<file path="config.mk">
export PLATFORM = sky130hd
export DESIGN_NAME = control_unit
export DESIGN_NICKNAME = d
export VERILOG_FILES = /design/src/rtl/control_unit.sv
export SDC_FILE = /design/constraint.sdc
export NUM_CORES = 1
export LEC_CHECK = 0
export BUFFER_PORTS_ARGS = -buffer_cell sky130_fd_sc_hd__buf_2
export CAP_MARGIN = 20
export CORE_AREA = 4 4 181 183
export DETAILED_ROUTE_END_ITERATION = 10
export DIE_AREA = 0 0 185 187
export PLACE_DENSITY = 0.7
export SKIP_LAST_GASP = 1
export SYNTH_ARGS = -nofsm -noshare
export SYNTH_HDL_FRONTEND = slang
export SYNTH_SLANG_ARGS = --single-unit
</file>
<file path="constraint.sdc">
create_clock -name clk -period 5.37 [get_ports clk]
set_input_delay 0.2685 -clock clk [delete_from_list [all_inputs] [get_ports clk]]
set_output_delay 0.2685 -clock clk [all_outputs]
set_load 0.01 [all_outputs]
</file>
<file path="src/rtl/control_unit.sv">
// RV32I execute-stage control unit: combinational decode of branch/jump,
// memory strobes, store data and writeback, all registered once per clock.
module control_unit (
    input  logic        clk,
    input  logic        rst,
    input  logic [31:0] rs1_input,
    input  logic [31:0] rs2_input,
    input  logic [31:0] rd_input,
    input  logic [31:0] imm,
    input  logic [2:0]  func3,
    input  logic [6:0]  func7,
    input  logic        rd_valid,
    input  logic        rs1_valid,
    input  logic        rs2_valid,
    input  logic        imm_valid,
    input  logic [31:0] mem_read,
    input  logic [46:0] out_signal,
    input  logic [6:0]  opcode,
    input  logic [31:0] decoder_signal,
    input  logic [31:0] pc_input,
    output logic [46:0] instructions,
    output logic [31:0] pc_output,
    output logic        rs1_output,
    output logic        rs2_output,
    output logic [31:0] mem_write,
    output logic        wr_en,
    output logic        rd_en,
    output logic        addr,
    output logic        j_signal,
    output logic [31:0] jump,
    output logic [31:0] final_output
);

    localparam logic [6:0] OPC_LUI    = 7'b0110111;
    localparam logic [6:0] OPC_AUIPC  = 7'b0010111;
    localparam logic [6:0] OPC_JAL    = 7'b1101111;
    localparam logic [6:0] OPC_JALR   = 7'b1100111;
    localparam logic [6:0] OPC_BRANCH = 7'b1100011;
    localparam logic [6:0] OPC_LOAD   = 7'b0000011;
    localparam logic [6:0] OPC_STORE  = 7'b0100011;
    localparam logic [6:0] OPC_OPIMM  = 7'b0010011;
    localparam logic [6:0] OPC_OP     = 7'b0110011;

    logic [46:0] instructions_d, instructions_q;
    logic [31:0] pc_output_d, pc_output_q;
    logic        rs1_output_d, rs1_output_q;
    logic        rs2_output_d, rs2_output_q;
    logic [31:0] mem_write_d, mem_write_q;
    logic        wr_en_d, wr_en_q;
    logic        rd_en_d, rd_en_q;
    logic        addr_d, addr_q;
    logic        j_signal_d, j_signal_q;
    logic [31:0] jump_d, jump_q;
    logic [31:0] final_output_d, final_output_q;

    logic [31:0] rs1e, rs2e, imme, pc_plus4;
    logic        opc_known, legal, taken;
    logic        is_lui, is_auipc, is_jal, is_jalr, is_branch;
    logic        is_load, is_store, is_opimm, is_op;

    always_comb begin
        rs1e     = rs1_valid ? rs1_input : '0;
        rs2e     = rs2_valid ? rs2_input : '0;
        imme     = imm_valid ? imm : '0;
        pc_plus4 = pc_input + 32'd4;

        opc_known = (opcode == OPC_LUI)    || (opcode == OPC_AUIPC) ||
                    (opcode == OPC_JAL)    || (opcode == OPC_JALR)  ||
                    (opcode == OPC_BRANCH) || (opcode == OPC_LOAD)  ||
                    (opcode == OPC_STORE)  || (opcode == OPC_OPIMM) ||
                    (opcode == OPC_OP);
        legal = (decoder_signal[6:0] == opcode) && opc_known &&
                ((opcode != OPC_OP) || (func7 == 7'b0000000) || (func7 == 7'b0100000));

        is_lui    = legal && (opcode == OPC_LUI);
        is_auipc  = legal && (opcode == OPC_AUIPC);
        is_jal    = legal && (opcode == OPC_JAL);
        is_jalr   = legal && (opcode == OPC_JALR);
        is_branch = legal && (opcode == OPC_BRANCH);
        is_load   = legal && (opcode == OPC_LOAD);
        is_store  = legal && (opcode == OPC_STORE);
        is_opimm  = legal && (opcode == OPC_OPIMM);
        is_op     = legal && (opcode == OPC_OP);

        case (func3)
            3'b000:  taken = (rs1e == rs2e);
            3'b001:  taken = (rs1e != rs2e);
            3'b100:  taken = ($signed(rs1e) <  $signed(rs2e));
            3'b101:  taken = ($signed(rs1e) >= $signed(rs2e));
            3'b110:  taken = (rs1e <  rs2e);
            3'b111:  taken = (rs1e >= rs2e);
            default: taken = 1'b0;
        endcase

        instructions_d = legal ? out_signal : '0;
        rs1_output_d   = rs1_valid;
        rs2_output_d   = rs2_valid;
        j_signal_d     = is_jal || is_jalr || (is_branch && taken);

        jump_d = '0;
        if (is_jal || is_branch)
            jump_d = pc_input + imme;
        else if (is_jalr)
            jump_d = (rs1e + imme) & ~32'd1;

        pc_output_d = j_signal_d ? jump_d : pc_plus4;

        rd_en_d     = is_load;
        wr_en_d     = 1'b0;
        mem_write_d = '0;
        if (is_store) begin
            wr_en_d = 1'b1;
            case (func3)
                3'b000:  mem_write_d = {24'd0, rs2e[7:0]};
                3'b001:  mem_write_d = {16'd0, rs2e[15:0]};
                3'b010:  mem_write_d = rs2e;
                default: wr_en_d = 1'b0;
            endcase
        end
        addr_d = wr_en_d || rd_en_d;

        final_output_d = '0;
        if (rd_valid) begin
            if (is_load) begin
                case (func3)
                    3'b000:  final_output_d = {{24{mem_read[7]}}, mem_read[7:0]};
                    3'b001:  final_output_d = {{16{mem_read[15]}}, mem_read[15:0]};
                    3'b010:  final_output_d = mem_read;
                    3'b100:  final_output_d = {24'd0, mem_read[7:0]};
                    3'b101:  final_output_d = {16'd0, mem_read[15:0]};
                    default: final_output_d = '0;
                endcase
            end else if (is_lui) begin
                final_output_d = imme;
            end else if (is_auipc) begin
                final_output_d = pc_input + imme;
            end else if (is_jal || is_jalr) begin
                final_output_d = pc_plus4;
            end else if (is_op || is_opimm) begin
                final_output_d = rd_input;
            end
        end
    end

    always_ff @(posedge clk or posedge rst) begin
        if (rst) begin
            instructions_q <= '0;
            pc_output_q    <= '0;
            rs1_output_q   <= 1'b0;
            rs2_output_q   <= 1'b0;
            mem_write_q    <= '0;
            wr_en_q        <= 1'b0;
            rd_en_q        <= 1'b0;
            addr_q         <= 1'b0;
            j_signal_q     <= 1'b0;
            jump_q         <= '0;
            final_output_q <= '0;
        end else begin
            instructions_q <= instructions_d;
            pc_output_q    <= pc_output_d;
            rs1_output_q   <= rs1_output_d;
            rs2_output_q   <= rs2_output_d;
            mem_write_q    <= mem_write_d;
            wr_en_q        <= wr_en_d;
            rd_en_q        <= rd_en_d;
            addr_q         <= addr_d;
            j_signal_q     <= j_signal_d;
            jump_q         <= jump_d;
            final_output_q <= final_output_d;
        end
    end

    assign instructions = instructions_q;
    assign pc_output    = pc_output_q;
    assign rs1_output   = rs1_output_q;
    assign rs2_output   = rs2_output_q;
    assign mem_write    = mem_write_q;
    assign wr_en        = wr_en_q;
    assign rd_en        = rd_en_q;
    assign addr         = addr_q;
    assign j_signal     = j_signal_q;
    assign jump         = jump_q;
    assign final_output = final_output_q;

endmodule

</file>
==> qor.yml <==
yosysTopAreaCell: "dfrtp_1"
cts_tree: "built"
netlist_area_sq_um: 12360
cts_buffer_depth: 2
yosysMostFrequentCell: "dfrtp_1"
syn-mean-instance-area_sq_um: 8.976
cts_buffers: 17
viasPerCell: 5.562
yosysUniqueCellTypes: 77
rsz0062_at_grt: "false"
setup_viol: 0
root_buffer: "clkbuf_16"
power.share.clock_pct: 37.6
critical_path.cell_chain: "buf_2 > and2_1 > ha_1 > nand4_1 > or2_1 > or4_4 > o21bai_1 > nand4b_2 > nor4b_1 > a21oi_1 > a41o_2 > buf_4 > mux2i_1"
start_kind: "input port"
drv_slew: 0
drive_above_1_share_pct: 28.04
yosys.area_share.adder_pct: 9.638
place.gp.congestion: 0.9441
worstSetupEndpointType: "flip-flop"
p_sw_mw: 1.030
cp_slowest_cell: "a41o_2"
io_buffer_count: 448
ys_top_cells_by_count: "181 x dfrtp_1, 141 x nand2_1, 113 x and2_1"
p_total_mw: 3.411
wl_met3_mm: 4.250
hpwl_mm: 40.83
synth_top_family_by_area: "simple AND/OR/NAND/NOR gates"
max_freq_mhz: 260.1
htreeDepth: 4
crit_start: "rs1_valid"
totalWireLength_mm: 49.78
internal_power_mw: 2.381
ant_nets: 0
p_sw_share_pct: 30.20
row_count: 65
crit_arrival_ns: 4.20
nets: 2176
hold_violations: 0
synth_edf_count: 0
grt_first_pass_wirelength_mm: 73.84
drtPass1Iterations: 7
cts_resized: 0
clkTransAtPathRegs_ns: 0.07
num_vias: 12300
syn_nets: 1765
ir_drop_mv: 0.2048
dieHeight_microns: 187
synthTopCellsByArea: "dfrtp_1 37%, ha_1 9.3%, and2_1 5.7%"
drt-met1-wl_mm: 20.91
ys_seq_area_share_pct: 36.65
path_max_fanout: 36
hp-class: "in2async"
layoutNonFillerInstCount: 2211
power.density_nw_per_um2: 220.0
cpPeakStageDelay_ns: 0.84
pwr-share-comb_pct: 21.9
syn2layout_area_growth_pct: 25.48
top_layer: "met5"
synth_compound_area_share_pct: 19.85
pre_cts_ws_ns: 1.082
seqPwrFrac_pct: 40.5
period_share_pct: 71.58
drv_cap: 0
yosys-mux-area-fraction_pct: 2.885
grt_use_total_pct: 27.91
hold_ws_ns: 0.01894
drtIter0Drc: 951
clock_sinks: 181
hold_buffers: 0
place_inst: 2170
critPathRequiredTime_ns: 5.73
route.met2.wl_mm: 22.95
relSlewSlack_pct: 31.02
synthArstFlopShare_pct: 100.0
synth_top_cell_area_share_pct: 36.65
ys_ff_latch: 181
synth-simple-area-share_pct: 21.01
ys.flop_type: "dfrtp_1"
grt_max_degree: 139
wl_per_cell_microns: 22.51
fin_crit_ns: 3.844
syn_inst: 1377
coreArea_sq_um: 31230
route.detailed.drc: 0
fin_setup_tns_ns: 0
antenna_found_initial: 11
status: "complete, no violations"
post-cts-setup-buffer-count: 0
grt_pass1_vias: 12440
ios: 475
leakagePower_nw: 8.068
crit_type: "in2reg"
gr-total-overflow: 0
dieWidth_microns: 185
die_area_sq_um: 34600
ys_warn_count: 0
start_util_pct: 39.58
setup_ws_ns: 1.526
worst_pin_slew_ns: 1.035
synthXorXnorAreaFrac_pct: 6.449
cell type report:
class,count,area (sq um)
Clock inverter,9,116.4
Clock buffer,23,467.9
Fill cell,3063,15720
Inverter,39,155.1
Timing Repair Buffer,458,2315
Multi-Input combinational cell,1091,7402
Antenna cell,8,20.02
Tap cell,402,503.0
Sequential cell,181,4529
worst paths after layout:
path | end | slack [ns] | cells after the start
max in group asynchronous | mem_write[2]$_DFF_PP0_ | 4.11 | 3
min in group clk | instructions[13]$_DFF_PP0_ | 0.02 | 2
worst max-delay path | pc_output[31]$_DFF_PP0_ | 1.53 | 13
worst min-delay path | instructions[23]$_DFF_PP0_ | 0.02 | 2
kinds of logic (layout without fill, tap and decap cells):
group	Yosys count	after routing
XOR/XNOR	91	91
AO/OA/AOI/OAI	361	361
multiplexers	34	34
AND/OR/NAND/NOR	511	511
other	0	8
flip-flops	181	181
adder cells (fa/ha/maj)	94	94
buffers and inverters	105	529
flip-flops by register name, indices dropped and copies added (netlist names):
register and cells:
wr_en 1, final_output 32, rs2_output 1, addr 1, j_signal 1, rd_en 1, instructions 47, jump 32
mem_write 32, rs1_output 1, pc_output 32
power by group through the flow:
stage          Clock [mW]  Sequential (mW)  Combinational, mW
3_3_place_gp            0             1.41              0.727
3_5_place_dp            0             1.41              0.731
5_1_grt              1.37             1.38              0.816
6_report             1.28             1.38              0.746
4_1_cts              1.31             1.38              0.735
2_1_floorplan           0             1.42              0.434
layer usage:
layer  global-route usage, %  vias up
met5                       0        -
met4                   10.05        6
met3                   7.312       79
met2                   45.02      584
met1                   36.09     5865
li1                        -     5763
layout by cell type (no fill, tap or decap), types with 45 or more instances in the layout:
| master | count |
|---|---|
| nor2_1 | 96 |
| a21oi_1 | 105 |
| xnor2_1 | 46 |
| buf_2 | 449 |
| and2_1 | 113 |
| o21ai_0 | 54 |
| ha_1 | 92 |
| dfrtp_1 | 181 |
| nand2_1 | 141 |
| xor2_1 | 45 |
worst max-delay path: cells and delay by family:
family	cells	cell delay (ns)
AOI/OAI and AO/OA	3	1.20
adders and majority gates	1	0.26
buffers and inverters	2	0.75
muxes	1	0.21
and+or+nand+nor	6	1.46
through the flow:
step                      utilization (%)  instance area, sq um
final                               49.66                 15510
after global routing                49.65                 15510
after CTS                           49.58                 15480
after detailed placement            47.71                 14900
after global placement              47.71                 14900
after floorplan                         -                 12360
Note: power is estimated with default switching activity, not from simulation.
